### src/rtl/mem_access_stage.sv
// Memory stage: data-bus request/ack FSM, store lane alignment and load extension.
// Optional misaligned-access trap enabled by defining MEM_MISALIGN_TRAP_EN.
module mem_access_stage #(
  parameter int unsigned WAIT_MAX = 255,
  parameter int unsigned CNT_W    = 8
) (
  input  logic        clk,
  input  logic        rst,
  input  logic        mem_RFWe,
  input  logic [1:0]  mem_RFWsrc,
  input  logic        mem_DMre,
  input  logic        mem_DMwe,
  input  logic        mem_DMsign,
  input  logic [1:0]  mem_DMwidth,
  input  logic [31:0] mem_pc,
  input  logic [31:0] mem_aluout,
  input  logic [31:0] mem_rs2data,
  input  logic [4:0]  mem_rfwaddr,
  input  logic [31:0] dm_rdata,
  input  logic        dm_ack,
  output logic        dm_req,
  output logic        dm_we,
  output logic [31:0] dm_addr,
  output logic [3:0]  dm_be,
  output logic [31:0] dm_wdata,
  output logic        mem_stall,
  output logic        out_RFWe,
  output logic [4:0]  out_rfwaddr,
  output logic [31:0] out_rfwdata,
  output logic        mem_buserr,
  output logic        mem_misalign
);

  typedef enum logic [1:0] {
    IDLE,
    REQ,
    DONE
  } state_t;

  localparam logic [CNT_W-1:0] WAIT_LAST = CNT_W'(WAIT_MAX - 1);

  state_t           state_q, state_d;
  logic             req_q, req_d;
  logic             we_q, we_d;
  logic             abort_q, abort_d;
  logic [CNT_W-1:0] cnt_q, cnt_d;
  logic [31:0]      rdata_q, rdata_d;

  logic        access;
  logic        is_load;
  logic        mis;
  logic        go;
  logic        timeout;
  logic [7:0]  lb;
  logic [15:0] lh;
  logic [31:0] load_ext;

  assign access  = mem_DMre | mem_DMwe;
  assign is_load = mem_DMre & ~mem_DMwe;

`ifdef MEM_MISALIGN_TRAP_EN
  assign mis = access &
               (((mem_DMwidth == 2'b01) & mem_aluout[0]) |
                (mem_DMwidth[1] & (|mem_aluout[1:0])));
`else
  assign mis = 1'b0;
`endif

  assign go      = access & ~mis;
  assign timeout = (state_q == REQ) & ~dm_ack &
                   (cnt_q == WAIT_LAST);

  always_comb begin
    state_d = state_q;
    req_d   = req_q;
    we_d    = we_q;
    abort_d = abort_q;
    cnt_d   = cnt_q;
    rdata_d = rdata_q;
    unique case (state_q)
      IDLE: begin
        if (go) begin
          state_d = REQ;
          req_d   = 1'b1;
          we_d    = mem_DMwe;
          cnt_d   = '0;
          abort_d = 1'b0;
        end
      end
      REQ: begin
        if (dm_ack) begin
          state_d = DONE;
          req_d   = 1'b0;
          we_d    = 1'b0;
          rdata_d = dm_rdata;
        end else if (timeout) begin
          state_d = DONE;
          req_d   = 1'b0;
          we_d    = 1'b0;
          abort_d = 1'b1;
        end else begin
          cnt_d = cnt_q + CNT_W'(1);
        end
      end
      DONE: begin
        state_d = IDLE;
      end
      default: state_d = IDLE;
    endcase
  end

  always_ff @(posedge clk or posedge rst) begin
    if (rst) begin
      state_q <= IDLE;
      req_q   <= 1'b0;
      we_q    <= 1'b0;
      abort_q <= 1'b0;
      cnt_q   <= '0;
      rdata_q <= '0;
    end else begin
      state_q <= state_d;
      req_q   <= req_d;
      we_q    <= we_d;
      abort_q <= abort_d;
      cnt_q   <= cnt_d;
      rdata_q <= rdata_d;
    end
  end

  assign dm_req  = req_q;
  assign dm_we   = we_q;
  assign dm_addr = {mem_aluout[31:2], 2'b00};

  always_comb begin
    dm_be    = 4'b1111;
    dm_wdata = mem_rs2data;
    unique case (1'b1)
      (mem_DMwidth == 2'b00): begin
        dm_be    = 4'b0001 << mem_aluout[1:0];
        dm_wdata = {4{mem_rs2data[7:0]}};
      end
      (mem_DMwidth == 2'b01): begin
        dm_be    = mem_aluout[1] ? 4'b1100 : 4'b0011;
        dm_wdata = {2{mem_rs2data[15:0]}};
      end
      default: begin
        dm_be    = 4'b1111;
        dm_wdata = mem_rs2data;
      end
    endcase
  end

  assign lb = rdata_q[{mem_aluout[1:0], 3'b000} +: 8];
  assign lh = mem_aluout[1] ? rdata_q[31:16] : rdata_q[15:0];

  always_comb begin
    unique case (mem_DMwidth)
      2'b00:   load_ext = {{24{mem_DMsign & lb[7]}}, lb};
      2'b01:   load_ext = {{16{mem_DMsign & lh[15]}}, lh};
      default: load_ext = rdata_q;
    endcase
  end

  // Memory data only reaches the register file from a completed load.
  always_comb begin
    unique case (mem_RFWsrc)
      2'b01:   out_rfwdata = mem_aluout;
      2'b11:   out_rfwdata = mem_pc + 32'd4;
      2'b10:   out_rfwdata = ((state_q == DONE) && is_load && !abort_q)
                             ? load_ext : 32'd0;
      default: out_rfwdata = 32'd0;
    endcase
  end

  assign out_rfwaddr = mem_rfwaddr;

  always_comb begin
    mem_stall = 1'b0;
    out_RFWe  = 1'b0;
    if (!rst) begin
      unique case (state_q)
        IDLE: begin
          mem_stall = go;
          out_RFWe  = mem_RFWe & ~access;
        end
        REQ:  mem_stall = 1'b1;
        DONE: out_RFWe = mem_RFWe & ~abort_q;
        default: mem_stall = 1'b0;
      endcase
    end
  end

  assign mem_misalign = !rst && (state_q == IDLE) && mis;
  assign mem_buserr   = timeout;

endmodule

### config.mk
export PLATFORM = sky130hd
export DESIGN_NAME = mem_access_stage
export DESIGN_NICKNAME = d
export VERILOG_FILES = /design/src/rtl/mem_access_stage.sv
export SDC_FILE = /design/constraint.sdc
export NUM_CORES = 1
export LEC_CHECK = 0
export ABC_AREA = 1
export CORE_UTILIZATION = 40
export DETAILED_ROUTE_END_ITERATION = 10
export GPL_ROUTABILITY_DRIVEN = 0
export PLACE_DENSITY = 0.82
export SYNTH_ARGS = -nofsm -noshare
export SYNTH_HDL_FRONTEND = slang
export SYNTH_SLANG_ARGS = --single-unit
### constraint.sdc
create_clock -name clk -period 1.8 [get_ports clk]
set_input_delay 0.18 -clock clk [delete_from_list [all_inputs] [get_ports clk]]
set_output_delay 0.18 -clock clk [all_outputs]
set_load 0.005 [all_outputs]
==> qor.csv <==
metric,value,unit
drv_cap,0,
min_path_type,primary input to async pin,
clock.fmax,0.507,GHz
grt-ovfl-total,0,
initial_utilization,41.0,%
ctsHoldBuffers,0,
cts.sinks,45,
place_area,7560,µm²
slew_viol_final,0,
die_height,110,µm
grt_pass1_vias,6419,
fin_hold_ws,0.328,ns
die-width,110,µm
dp_hpwl,15300,µm
rows,39,
finish.instance_area,8740,µm²
clockBufferDepth,2,
period_minus_slack,1.97,ns
syn_avg_cell_area,5.97,µm²
yosysSeqAreaShare,24.1,%
setup_violations,27,
setup_tns,-2.46,ns
io_pins,255,
yosysWarningCount,0,
leakage,4.31,nW
area_growth,86.7,%
grt_use_total,34.5,%
crit_path_cell_trace,buf_4 -> nand2_1 -> o21ai_2 -> nand3_4 -> nand3_4 -> buf_6 -> buf_6 -> nand2_4 -> nand3_2 -> buf_6,
synth_area_leaders,"dfrtp_1 (24%), nand2_1 (23%), nand3_1 (8.9%)",
vias,6920,
ant_nets,0,
crit_slowest_cell,dfrtp_1,
yosysTopAreaCell,dfrtp_1,
path_common_cell,buf_6,
wirelength,22600,µm
path_buf_inv,4,
ys_types,35,
coreArea,11400,µm²
cp_data_arrival_time,1.79,ns
avgViaCountPerCell,5.45,
antenna_cells,0,
violations,negative setup slack,
cpPeakStageDelay,0.42,ns
critPathMaxFanout,5,
required,1.62,ns
synth_area,4680,µm²
drive_gt1_share,30.6,%
final_nets,1273,
synthFlopType,dfrtp_1,
cts_tree,done,
wl_per_cell,17.8,µm
first_pass_iters,7,
vdd_ir_drop_max,965,µV
finalPower,6.35,mW
yosys_register_bits,45,
cts_root_buffer,clkbuf_16,
io_buffers,241,
synth-edff-count,0,
antenna_found_initial,0,
worst_slack,-0.174,ns
clk_pin_slew,0.06,ns
final_common_cell,nand2_1,
crit_family,buffers and inverters,
synth_cells,784,
cp-startpoint,rdata_q[31],
synth_top_area_share,24.1,%
h-tree-depth,2,
p_per_area,726,nW/µm²
fin_crit_sh,110,%
drc,0,
outcome,"finished, violations left",
cts_buffers,5,
rsz0062_at_grt,yes,
reg2reg_setup_slack,0.01,ns
end_kind,primary output,
critical_path_class,flip-flop to primary output,
critPathLaunchType,flip-flop,
rr_endpoint,abort_q,
layout_common_cells,"nand2_1 (260), clkdlybuf4s50_1 (164), buf_4 (123)",
dr.first_iter.drc_count,738,
rr_startpoint,state_q[0],
die_area,12100,µm²
grt_max_degree,46,
final_util,76.6,%
reg2regPathDepth,12,
grt_pass1_wl,31900,µm
finalHoldViolations,0,
finClkSkew,0.00537,ns
postSynth.asyncResetShare,100,%
worst_skew_pair.late_latency,0.28,ns
==> metal layers <==
metal / vias to the layer above / GRT usage, % / part of all wire, %
li1: 3146 / - / -
met1: 3144 / 39.9 / 35
met2: 518 / 60.3 / 49
met3: 112 / 7.41 / 11
met4: 0 / 16.6 / 4.9
met5: - / 0 / 0
==> per-stage QoR <==
stage               instances  worst slack (ns)
floorplan                 786             0.409
global placement         1196            -0.645
detailed placement       1196            -0.663
CTS                      1256            -0.215
global route             1270            -0.258
finish                   1270            -0.174
==> worst max-delay path by stage <==
stage	endpoint	slack, ns	cells past startpoint
5_1_grt	out_rfwdata[29]	-0.26	11
2_1_floorplan	out_rfwdata[26]	0.41	6
4_1_cts	out_rfwdata[10]	-0.22	11
6_report	out_rfwdata[29]	-0.17	10
3_5_place_dp	out_rfwdata[20]	-0.66	11
3_3_place_gp	out_rfwdata[20]	-0.64	10
==> cells by family after synthesis <==
group,Yosys count,synth area share [%]
buffers and inverters,134,15.0
muxes,14,3.37
adders and majority gates,3,0.802
AOI/OAI and AO/OA,75,8.66
xor gates and xnor gates,3,0.561
and+or+nand+nor,509,47.5
other,1,0.0801
DFF,45,24.1
==> what timing repair did <==
item,CTS,global route
cloned,1,1
resized for setup,272,85
setup endpoints to repair,63,55
setup buffers,51,21
pin swaps,40,28
==> state kept, by name, indices dropped and copies added (netlist names) <==
signal / count
dm_req: 1
state_q: 2
dm_we: 1
cnt_q: 8
rdata_q: 32
abort_q: 1
==> synthesized netlist by cell type, drive strengths merged (2+ instances only) <==
master  count
o21ai      21
mux2       14
a21oi      38
clkbuf      9
nand3      96
nand2     300
ha          3
o211ai      4
nor3        4
o21bai      3
dfrtp      45
nand4       4
o22ai       8
buf        57
or2         3
nor2      101
xor2        2
inv        68
==> worst register-to-register path: cells and delay by family (launching register included) <==
family                 cells  cell delay, ns
buffers and inverters      8            0.99
and+or+nand+nor            4            0.36
DFF                        1            0.40
==> report_power, final <==
group,total (mW),switching (mW),internal (mW)
Combinational,3.47,1.79,1.68
Clock,1.06,0.366,0.693
Sequential,1.82,0.384,1.43
==> cell type report <==
class | instances | area [µm²]
clock inverter | 1 | 30.0
multi-input combinational | 608 | 3420
inverter | 68 | 260
clock buffer | 7 | 143
timing repair buffer | 398 | 3580
fill | 807 | 2680
tap | 143 | 179
sequential | 45 | 1130
No activity file was read; power rests on OpenSTA's default activity.
